===== src/rtl/led_mean_pkg.sv =====
// Shared types and constants for the zone accumulator.
// Holds zone count, widths, saturation ceiling, FSM state type.
package led_mean_pkg;

  localparam int ZONES = 8;
  localparam int PIX_W = 8;
  localparam int SUM_W = 21;
  localparam logic [SUM_W-1:0] SUM_MAX = 21'h1FFFFF;

  typedef enum logic {
    IDLE  = 1'b0,
    ACCUM = 1'b1
  } state_t;

  // SUM_MAX is all-ones, so carry-out means "exceeded"
  function automatic logic [SUM_W-1:0] sat_add(
    input logic [SUM_W-1:0] a,
    input logic [PIX_W-1:0] p
  );
    logic [SUM_W:0] s;
    s = {1'b0, a} + {{(SUM_W + 1 - PIX_W){1'b0}}, p};
    return s[SUM_W] ? SUM_MAX : s[SUM_W-1:0];
  endfunction

endpackage


===== src/rtl/sat_acc21.sv =====
// One saturating 21-bit accumulate/clear lane.
// Ports: clk, rst_n (sync, low), i_clr, i_en, i_pix, o_next (value after this edge).
module sat_acc21
  import led_mean_pkg::*;
(
  input  logic             clk,
  input  logic             rst_n,
  input  logic             i_clr,
  input  logic             i_en,
  input  logic [PIX_W-1:0] i_pix,
  output logic [SUM_W-1:0] o_next
);

  logic [SUM_W-1:0] r_sum;

  // clr with en loads the pixel: start-of-frame beat
  always_comb begin
    o_next = r_sum;
    if (i_clr) begin
      o_next = i_en ? {{(SUM_W - PIX_W){1'b0}}, i_pix} : '0;
    end else if (i_en) begin
      o_next = sat_add(r_sum, i_pix);
    end
  end

  always_ff @(posedge clk) begin
    if (!rst_n) begin
      r_sum <= '0;
    end else begin
      r_sum <= o_next;
    end
  end

endmodule


===== src/rtl/zone_accum.sv =====
// Per-zone R/G/B frame sums over 8 column zones, latched at end of frame.
// Ports: clk, rst_n, pix_valid_i, sof_i, eof_i, pix_r/g/b_i, SumR/G/B, start_o.
module zone_accum
  import led_mean_pkg::*;
#(
  parameter int H_ACTIVE = 1920,
  parameter int ZONE_W   = 240
) (
  input  logic             clk,
  input  logic             rst_n,
  input  logic             pix_valid_i,
  input  logic             sof_i,
  input  logic             eof_i,
  input  logic [PIX_W-1:0] pix_r_i,
  input  logic [PIX_W-1:0] pix_g_i,
  input  logic [PIX_W-1:0] pix_b_i,
  output logic [SUM_W-1:0] SumR [ZONES],
  output logic [SUM_W-1:0] SumG [ZONES],
  output logic [SUM_W-1:0] SumB [ZONES],
  output logic             start_o
);

  // line width is authoritative if the two parameters disagree
  localparam int ZW = (H_ACTIVE == ZONES * ZONE_W) ? ZONE_W
                                                    : H_ACTIVE / ZONES;
  localparam int XW = (ZW > 1) ? $clog2(ZW) : 1;
  localparam logic [XW-1:0] X_LAST = XW'(ZW - 1);

  state_t       r_state;
  logic [XW-1:0] r_x;
  logic [2:0]   r_zone;

  logic          w_sof;
  logic          w_eof;
  logic          w_beat;
  logic [2:0]    w_zsel;
  logic [XW-1:0] w_xsel;
  logic [2:0]    w_next_zone;
  logic [XW-1:0] w_next_x;
  logic [ZONES-1:0] w_en;

  logic [SUM_W-1:0] w_nr [ZONES];
  logic [SUM_W-1:0] w_ng [ZONES];
  logic [SUM_W-1:0] w_nb [ZONES];

  assign w_sof  = pix_valid_i & sof_i;
  assign w_eof  = pix_valid_i & eof_i;
  assign w_beat = pix_valid_i & (sof_i | (r_state == ACCUM));

  // a sof beat always lands at zone 0, column 0
  assign w_zsel = sof_i ? 3'd0 : r_zone;
  assign w_xsel = sof_i ? '0 : r_x;

  // 3-bit zone index wraps 7 -> 0 at end of line
  always_comb begin
    w_next_x    = w_xsel + XW'(1);
    w_next_zone = w_zsel;
    if (w_xsel == X_LAST) begin
      w_next_x    = '0;
      w_next_zone = w_zsel + 3'd1;
    end
  end

  assign w_en = w_beat ? (ZONES'(1) << w_zsel) : '0;

  for (genvar z = 0; z < ZONES; z++) begin : g_zone
    sat_acc21 u_r (
      .clk    (clk),
      .rst_n  (rst_n),
      .i_clr  (w_sof),
      .i_en   (w_en[z]),
      .i_pix  (pix_r_i),
      .o_next (w_nr[z])
    );
    sat_acc21 u_g (
      .clk    (clk),
      .rst_n  (rst_n),
      .i_clr  (w_sof),
      .i_en   (w_en[z]),
      .i_pix  (pix_g_i),
      .o_next (w_ng[z])
    );
    sat_acc21 u_b (
      .clk    (clk),
      .rst_n  (rst_n),
      .i_clr  (w_sof),
      .i_en   (w_en[z]),
      .i_pix  (pix_b_i),
      .o_next (w_nb[z])
    );
  end

  always_ff @(posedge clk) begin
    if (!rst_n) begin
      r_state <= IDLE;
      r_x     <= '0;
      r_zone  <= '0;
      start_o <= 1'b0;
      for (int z = 0; z < ZONES; z++) begin
        SumR[z] <= '0;
        SumG[z] <= '0;
        SumB[z] <= '0;
      end
    end else begin
      start_o <= 1'b0;
      if (w_beat) begin
        if (w_eof) begin
          // latch the post-edge values so the eof pixel is included
          for (int z = 0; z < ZONES; z++) begin
            SumR[z] <= w_nr[z];
            SumG[z] <= w_ng[z];
            SumB[z] <= w_nb[z];
          end
          start_o <= 1'b1;
          r_state <= IDLE;
          r_x     <= '0;
          r_zone  <= '0;
        end else begin
          r_state <= ACCUM;
          r_x     <= w_next_x;
          r_zone  <= w_next_zone;
        end
      end
    end
  end

endmodule

===== config.mk =====
export PLATFORM = sky130hd
export DESIGN_NAME = zone_accum
export DESIGN_NICKNAME = d
export VERILOG_FILES = /design/src/rtl/led_mean_pkg.sv /design/src/rtl/sat_acc21.sv /design/src/rtl/zone_accum.sv
export SDC_FILE = /design/constraint.sdc
export NUM_CORES = 2
export LEC_CHECK = 0
export ABC_AREA = 1
export CAP_MARGIN = 15
export CELL_PAD_IN_SITES_DETAIL_PLACEMENT = 0
export CELL_PAD_IN_SITES_GLOBAL_PLACEMENT = 1
export CORE_UTILIZATION = 46
export CTS_CLUSTER_DIAMETER = 60
export CTS_CLUSTER_SIZE = 25
export DETAILED_ROUTE_END_ITERATION = 12
export PLACE_DENSITY = 0.85
export SETUP_SLACK_MARGIN = 0.15
export SYNTH_ARGS = -nofsm -noshare
export SYNTH_HDL_FRONTEND = slang
export SYNTH_HIERARCHICAL = 1
export SYNTH_SLANG_ARGS = --single-unit

===== constraint.sdc =====
create_clock -name clk -period 9.1 [get_ports clk]
set_input_delay 1.82 -clock clk [delete_from_list [all_inputs] [get_ports clk]]
set_output_delay 1.82 -clock clk [all_outputs]
set_load 0.01 [all_outputs]

* Word-level counts from Yosys, hierarchy flattened
Cells that the tools add are included.
** Word-level totals
- Flip-flop bits (word level) :: 1021
- Input port bits :: 29
- Output and inout bits :: 505
- Logic and storage cells :: 191
** Operators by class
- Add/subtract/negate cells :: 26
- Eq/ne operators :: 1
- Shifts and indexed selects :: 1
- Mux-type cells :: 105
- Bitwise operators :: 4
- Reduce and logical (&&, ||, !) cells :: 2
** Operator list (number)
- $mux 21 :: 72
- $add 21x8->22 :: 24
- $mux 8 :: 28
- $mux 3 :: 3
- $add 8x1->8 const B :: 1
- $eq 8x8->1 const B :: 1
- $shl 1x3->8 const A :: 1
- $reduce_and 2->1 :: 2
- $add 3x1->3 const B :: 1
- $and 1x1->1 :: 3
- $mux 1 :: 2
- $or 1x1->1 :: 1

* Depth between registers and ports, before layout
- Depth in word-level cells :: 5
- Depth in mapped cells :: 20
- Depth with buffers taken out :: 17

* By module
Netlist, hierarchy kept.
** Modules (own cells, without submodules)
- sat_acc21 at g_zone[0].u_g ... :: instances 14, cells each 302, area an instance 1904.3 µm², sequential area each 420.4 µm²
- zone_accum :: instances 1, cells each 2328, area an instance 18352.6 µm², sequential area each 10349.9 µm²
- sat_acc21 at g_zone[5].u_r ... :: instances 7, cells each 300, area an instance 1871.8 µm², sequential area each 420.4 µm²
- sat_acc21 at g_zone[1].u_r :: instances 1, cells each 296, area an instance 1865.5 µm², sequential area each 420.4 µm²
- sat_acc21 at g_zone[1].u_g :: instances 1, cells each 296, area an instance 1854.3 µm², sequential area each 420.4 µm²
- sat_acc21 at g_zone[0].u_b :: instances 1, cells each 298, area an instance 1805.5 µm², sequential area each 420.4 µm²

* Worst setup path after synthesis
OpenSTA, ideal clock, no wires.
- Path type :: input -> register
- Start :: in sof_i
- End :: reg SumB[145] (netlist bit)
- Setup time :: 0.116 ns
- Arrival time :: 4.297 ns
- Data required time :: 8.984 ns
- Setup slack :: 4.687 ns
- Cell stages on the path :: 17
- Path buffers :: 3
- Cell sequence :: buf_6 > inv_1 > buf_6 > nand2_1 > ha_1 > inv_1 > nor3_1 > buf_4 > inv_1 > nor4_1 > nand3_1 > nand2_1 > nand3_1 > nand2_1 > inv_1 > nor2_1 > nor2_1
** RTL lines
- start: declaration :: line zone_accum.sv:12 : input logic sof_i,
- end signal: indexed assignment :: line zone_accum.sv:112 : SumB[z] <= w_nb[z];
- end: declaration :: line zone_accum.sv:19 : output logic [SUM_W-1:0] SumB [ZONES],

==> flow_summary_export.csv <==
group,metric,value,unit
run_status,status,"completed",
global_routing,grtUsageTotal,26.7,%
routing,first_pass_iters,5,
sta,fmax,0.203,GHz
floorplanning,ioPinCount,534,
synthesis,synth-warning-count,6,
power,leakagePower,36.8,nW
routing,final_antenna_net_count,0,
sta,min_period,4.93,ns
floorplanning,core_area,0.137,mm2
clock_network,cts_resized,0,
synthesis,yosys.cell_types.count,47,
layout,syn_to_final_growth,16.4,%
critical_path,reg2reg_from,"r_state",
synthesis,synth_edf_count,0,
sta,rsz0062_at_grt,"false",
layout,n_fill_cell,13800,
floorplanning,initial_core_util,46.3,%
layout,drive_above_1_share,11.5,%
layout,utilization,53.9,%
synthesis,postSynthNetCount,9798,
sta,fin_crit_sh,54.1,%
sta,tightest_slew,1.06,ns
sta,hold_viol,0,
critical_path,crit_end,"SumB[19]",
critical_path,r2r_setup_slack,5.65,ns
global_routing,grt_overflow,0,
routing,avgRoutedWirePerCell,16.2,um
layout,mostFrequentLayoutCells,"2115 x nand2_1, 2026 x nor2_1, 1021 x dfxtp_1, 972 x inv_1, 557 x o21ai_0",
clock_network,cts_tree,"built",
critical_path,path_max_fanout,20,
synthesis,synthTopCellsByArea,"dfxtp_1 32%, nand2_1 12%, nor2_1 12%",
sta,tns,0,ns
floorplanning,fp-row-count,136,
job,drv_cap,0,
clock_network,clkTransAtPathRegs,0.06,ns
synthesis,netlist_instances,9546,
critical_path,crit_start,"sof_i",
placed_design,gp_congestion,0.898,
power,power.density,144,mW/mm2
clock_network,holdBufCountCts,0,
critical_path,endpoint_kind,"register",
worst_hold_path,hp-class,"register to register",
critical_path,path_class,"input pin to register",
power,total_power,10.6,mW
clock_network,clk_path_buf_depth,3,
layout,nets,10200,
clock_network,clock_latency,0.75,ns
clock_network,cts-htree-levels,3,
floorplanning,die_x,374,um
synthesis,synthFlopType,"dfxtp_1",
clock_network,cts-root-buf,"clkbuf_16",
clock_network,post-cts-setup-buffers,0,
critical_path,crit_arrival,5.55,ns
synthesis,synth-seq-area-share,32.1,%
layout,final_common_cell,"nand2_1",
floorplanning,dieHeight,374,um
routing,drc,0,
sta,slew_headroom,29.6,%
routing,vias_per_cell,5.13,
routing,drt-initial-drc-count,3954,
synthesis,synth_area,0.0636,mm2
global_routing,antenna_found_initial,3,
power,vdd_ir_drop_max,0.000136,V
placed_design,io_buffers,533,
synthesis,async_reset_ff_share,0,%
critical_path,required,9.73,ns
global_routing,grt_pass1_wl,306000,um
sta,maxSlewViolCount,0,
clock_network,clock_sinks,1021,
sta,setup_viol,0,
floorplanning,die_area,0.140,mm2
critical_path,critPathLaunchType,"input pin",
synthesis,synth-seq-cells,1021,
critical_path,rr_endpoint,"SumB[143]",
synthesis,yosysTopAreaCell,"dfxtp_1",
routing,num_vias,60700,
routing,wirelength,192000,um
critical_path,rr_worst_depth,6,
clock_network,numCtsBuffers,112,
global_routing,grt_max_degree,272,
sta,skew,0.0329,ns
synthesis,synth.top_cell.area_share,32.1,%
global_routing,grt_pass1_vias,57200,
synthesis,syn_avg_cell_area,6.67,um2
placed_design,hpwl,139000,um
## synth_stat cells, types with 7 or more instances
cell and number:
nand2_1 2115, nor2_1 2028, dfxtp_1 1021, inv_1 973
o21ai_0 557, nand3_1 548, nand4_1 265, a21oi_1 222
o21ai_2 204, ha_1 199, clkbuf_1 143, nand2_2 124
xor2_1 119, nand2_4 110, inv_2 89, a21oi_2 65
buf_2 65, nand3_2 61, nor2_4 53, or2_0 52
nor2_2 51, nand3b_1 48, buf_4 43, or2_1 41
buf_6 36, nand3_4 35, nor3_1 33, o21ai_1 31
nand2_8 28, fa_1 24, buf_1 22, clkinv_1 22
nor4_1 22, nor3_2 20, and2_1 17, nor2_8 15
a21boi_4 14, o211ai_1 7
## sequential cells by signal (all words and copies together), names as in the netlist
signal / flops
SumG: 168
r_x: 8
g_zone.u_r/r_sum: 168
start_o: 1
g_zone.u_b/r_sum: 168
r_zone: 3
g_zone.u_g/r_sum: 168
SumR: 168
SumB: 168
r_state: 1
## how the worst min path moves through the flow
stage / depth (start not counted) / slack (ns) / endpoint / startpoint
2_1_floorplan: 2 / 0.44 / r_x[7] / r_x[7]
3_3_place_gp: 2 / 0.46 / r_zone[0] / r_zone[0]
3_5_place_dp: 2 / 0.46 / r_zone[2] / r_zone[2]
4_1_cts: 2 / 0.47 / r_zone[2] / r_zone[2]
5_1_grt: 2 / 0.49 / r_x[7] / r_x[7]
6_report: 2 / 0.47 / r_x[7] / r_x[7]
## per-layer routing
layer	routed length [um]	track usage [%]	up-vias
met1	88200	35.5	28000
met4	5920	8.58	2
met3	8840	3.38	286
li1	-	-	31100
met2	88800	44.6	1273
met5	11	0	-
## worst max-delay path: stages
cell and delay (ns):
clkdlybuf4s50_1 0.58, inv_1 0.38, nand2_1 0.26, inv_1 0.22, ha_1 0.17, inv_1 0.06, nor2_4 0.54, buf_4 0.44
inv_1 0.15, nor4_1 0.35, nand3_1 0.12, nand2_1 0.07, nand3_1 0.06, nand2_1 0.08, inv_1 0.05, nor2_1 0.09
nor2_1 0.06
## through the flow
stage | instance area [um2] | cells | hold WS, ns | setup slack (ns)
2_1_floorplan | 63600 | 9546 | 0.444 | 4.69
3_3_place_gp | 70000 | 11600 | 0.457 | 3.49
3_5_place_dp | 70000 | 11600 | 0.463 | 3.42
4_1_cts | 74000 | 11800 | 0.474 | 4.23
5_1_grt | 74000 | 11800 | 0.492 | 3.82
6_report | 74000 | 11800 | 0.470 | 4.17
## cell type report
cell class / instances / area [um2] / share of cell area, %
Clock buffer: 126 / 2960 / 3.99
Tap cell: 1794 / 2240 / 3.03
Sequential cell: 1021 / 20400 / 27.6
Clock inverter: 84 / 1080 / 1.45
Timing Repair Buffer: 588 / 5760 / 7.78
Inverter: 1085 / 4100 / 5.53
Antenna cell: 1 / 2.50 / 0.00338
Multi-Input combinational cell: 7125 / 37500 / 50.6
## logic make-up after synthesis
| kind of cell | Yosys count | share of synthesized area, % |
|---|---|---|
| buf+inv | 1400 | 9.08 |
| xor+xnor | 123 | 1.69 |
| simple gates | 5674 | 41.8 |
| flops | 1021 | 32.1 |
| compound gates | 1105 | 10.6 |
| fa+ha+maj | 223 | 4.67 |
## where the power goes
part	leakage, nW	total (mW)	internal, mW	switching, mW
combinational	26.6	1.03	0.380	0.655
sequential	8.29	4.68	4.60	0.0847
clock	1.94	4.93	2.65	2.29
total	36.8	10.6	7.62	3.03
No activity file was read; power rests on OpenSTA's default activity.
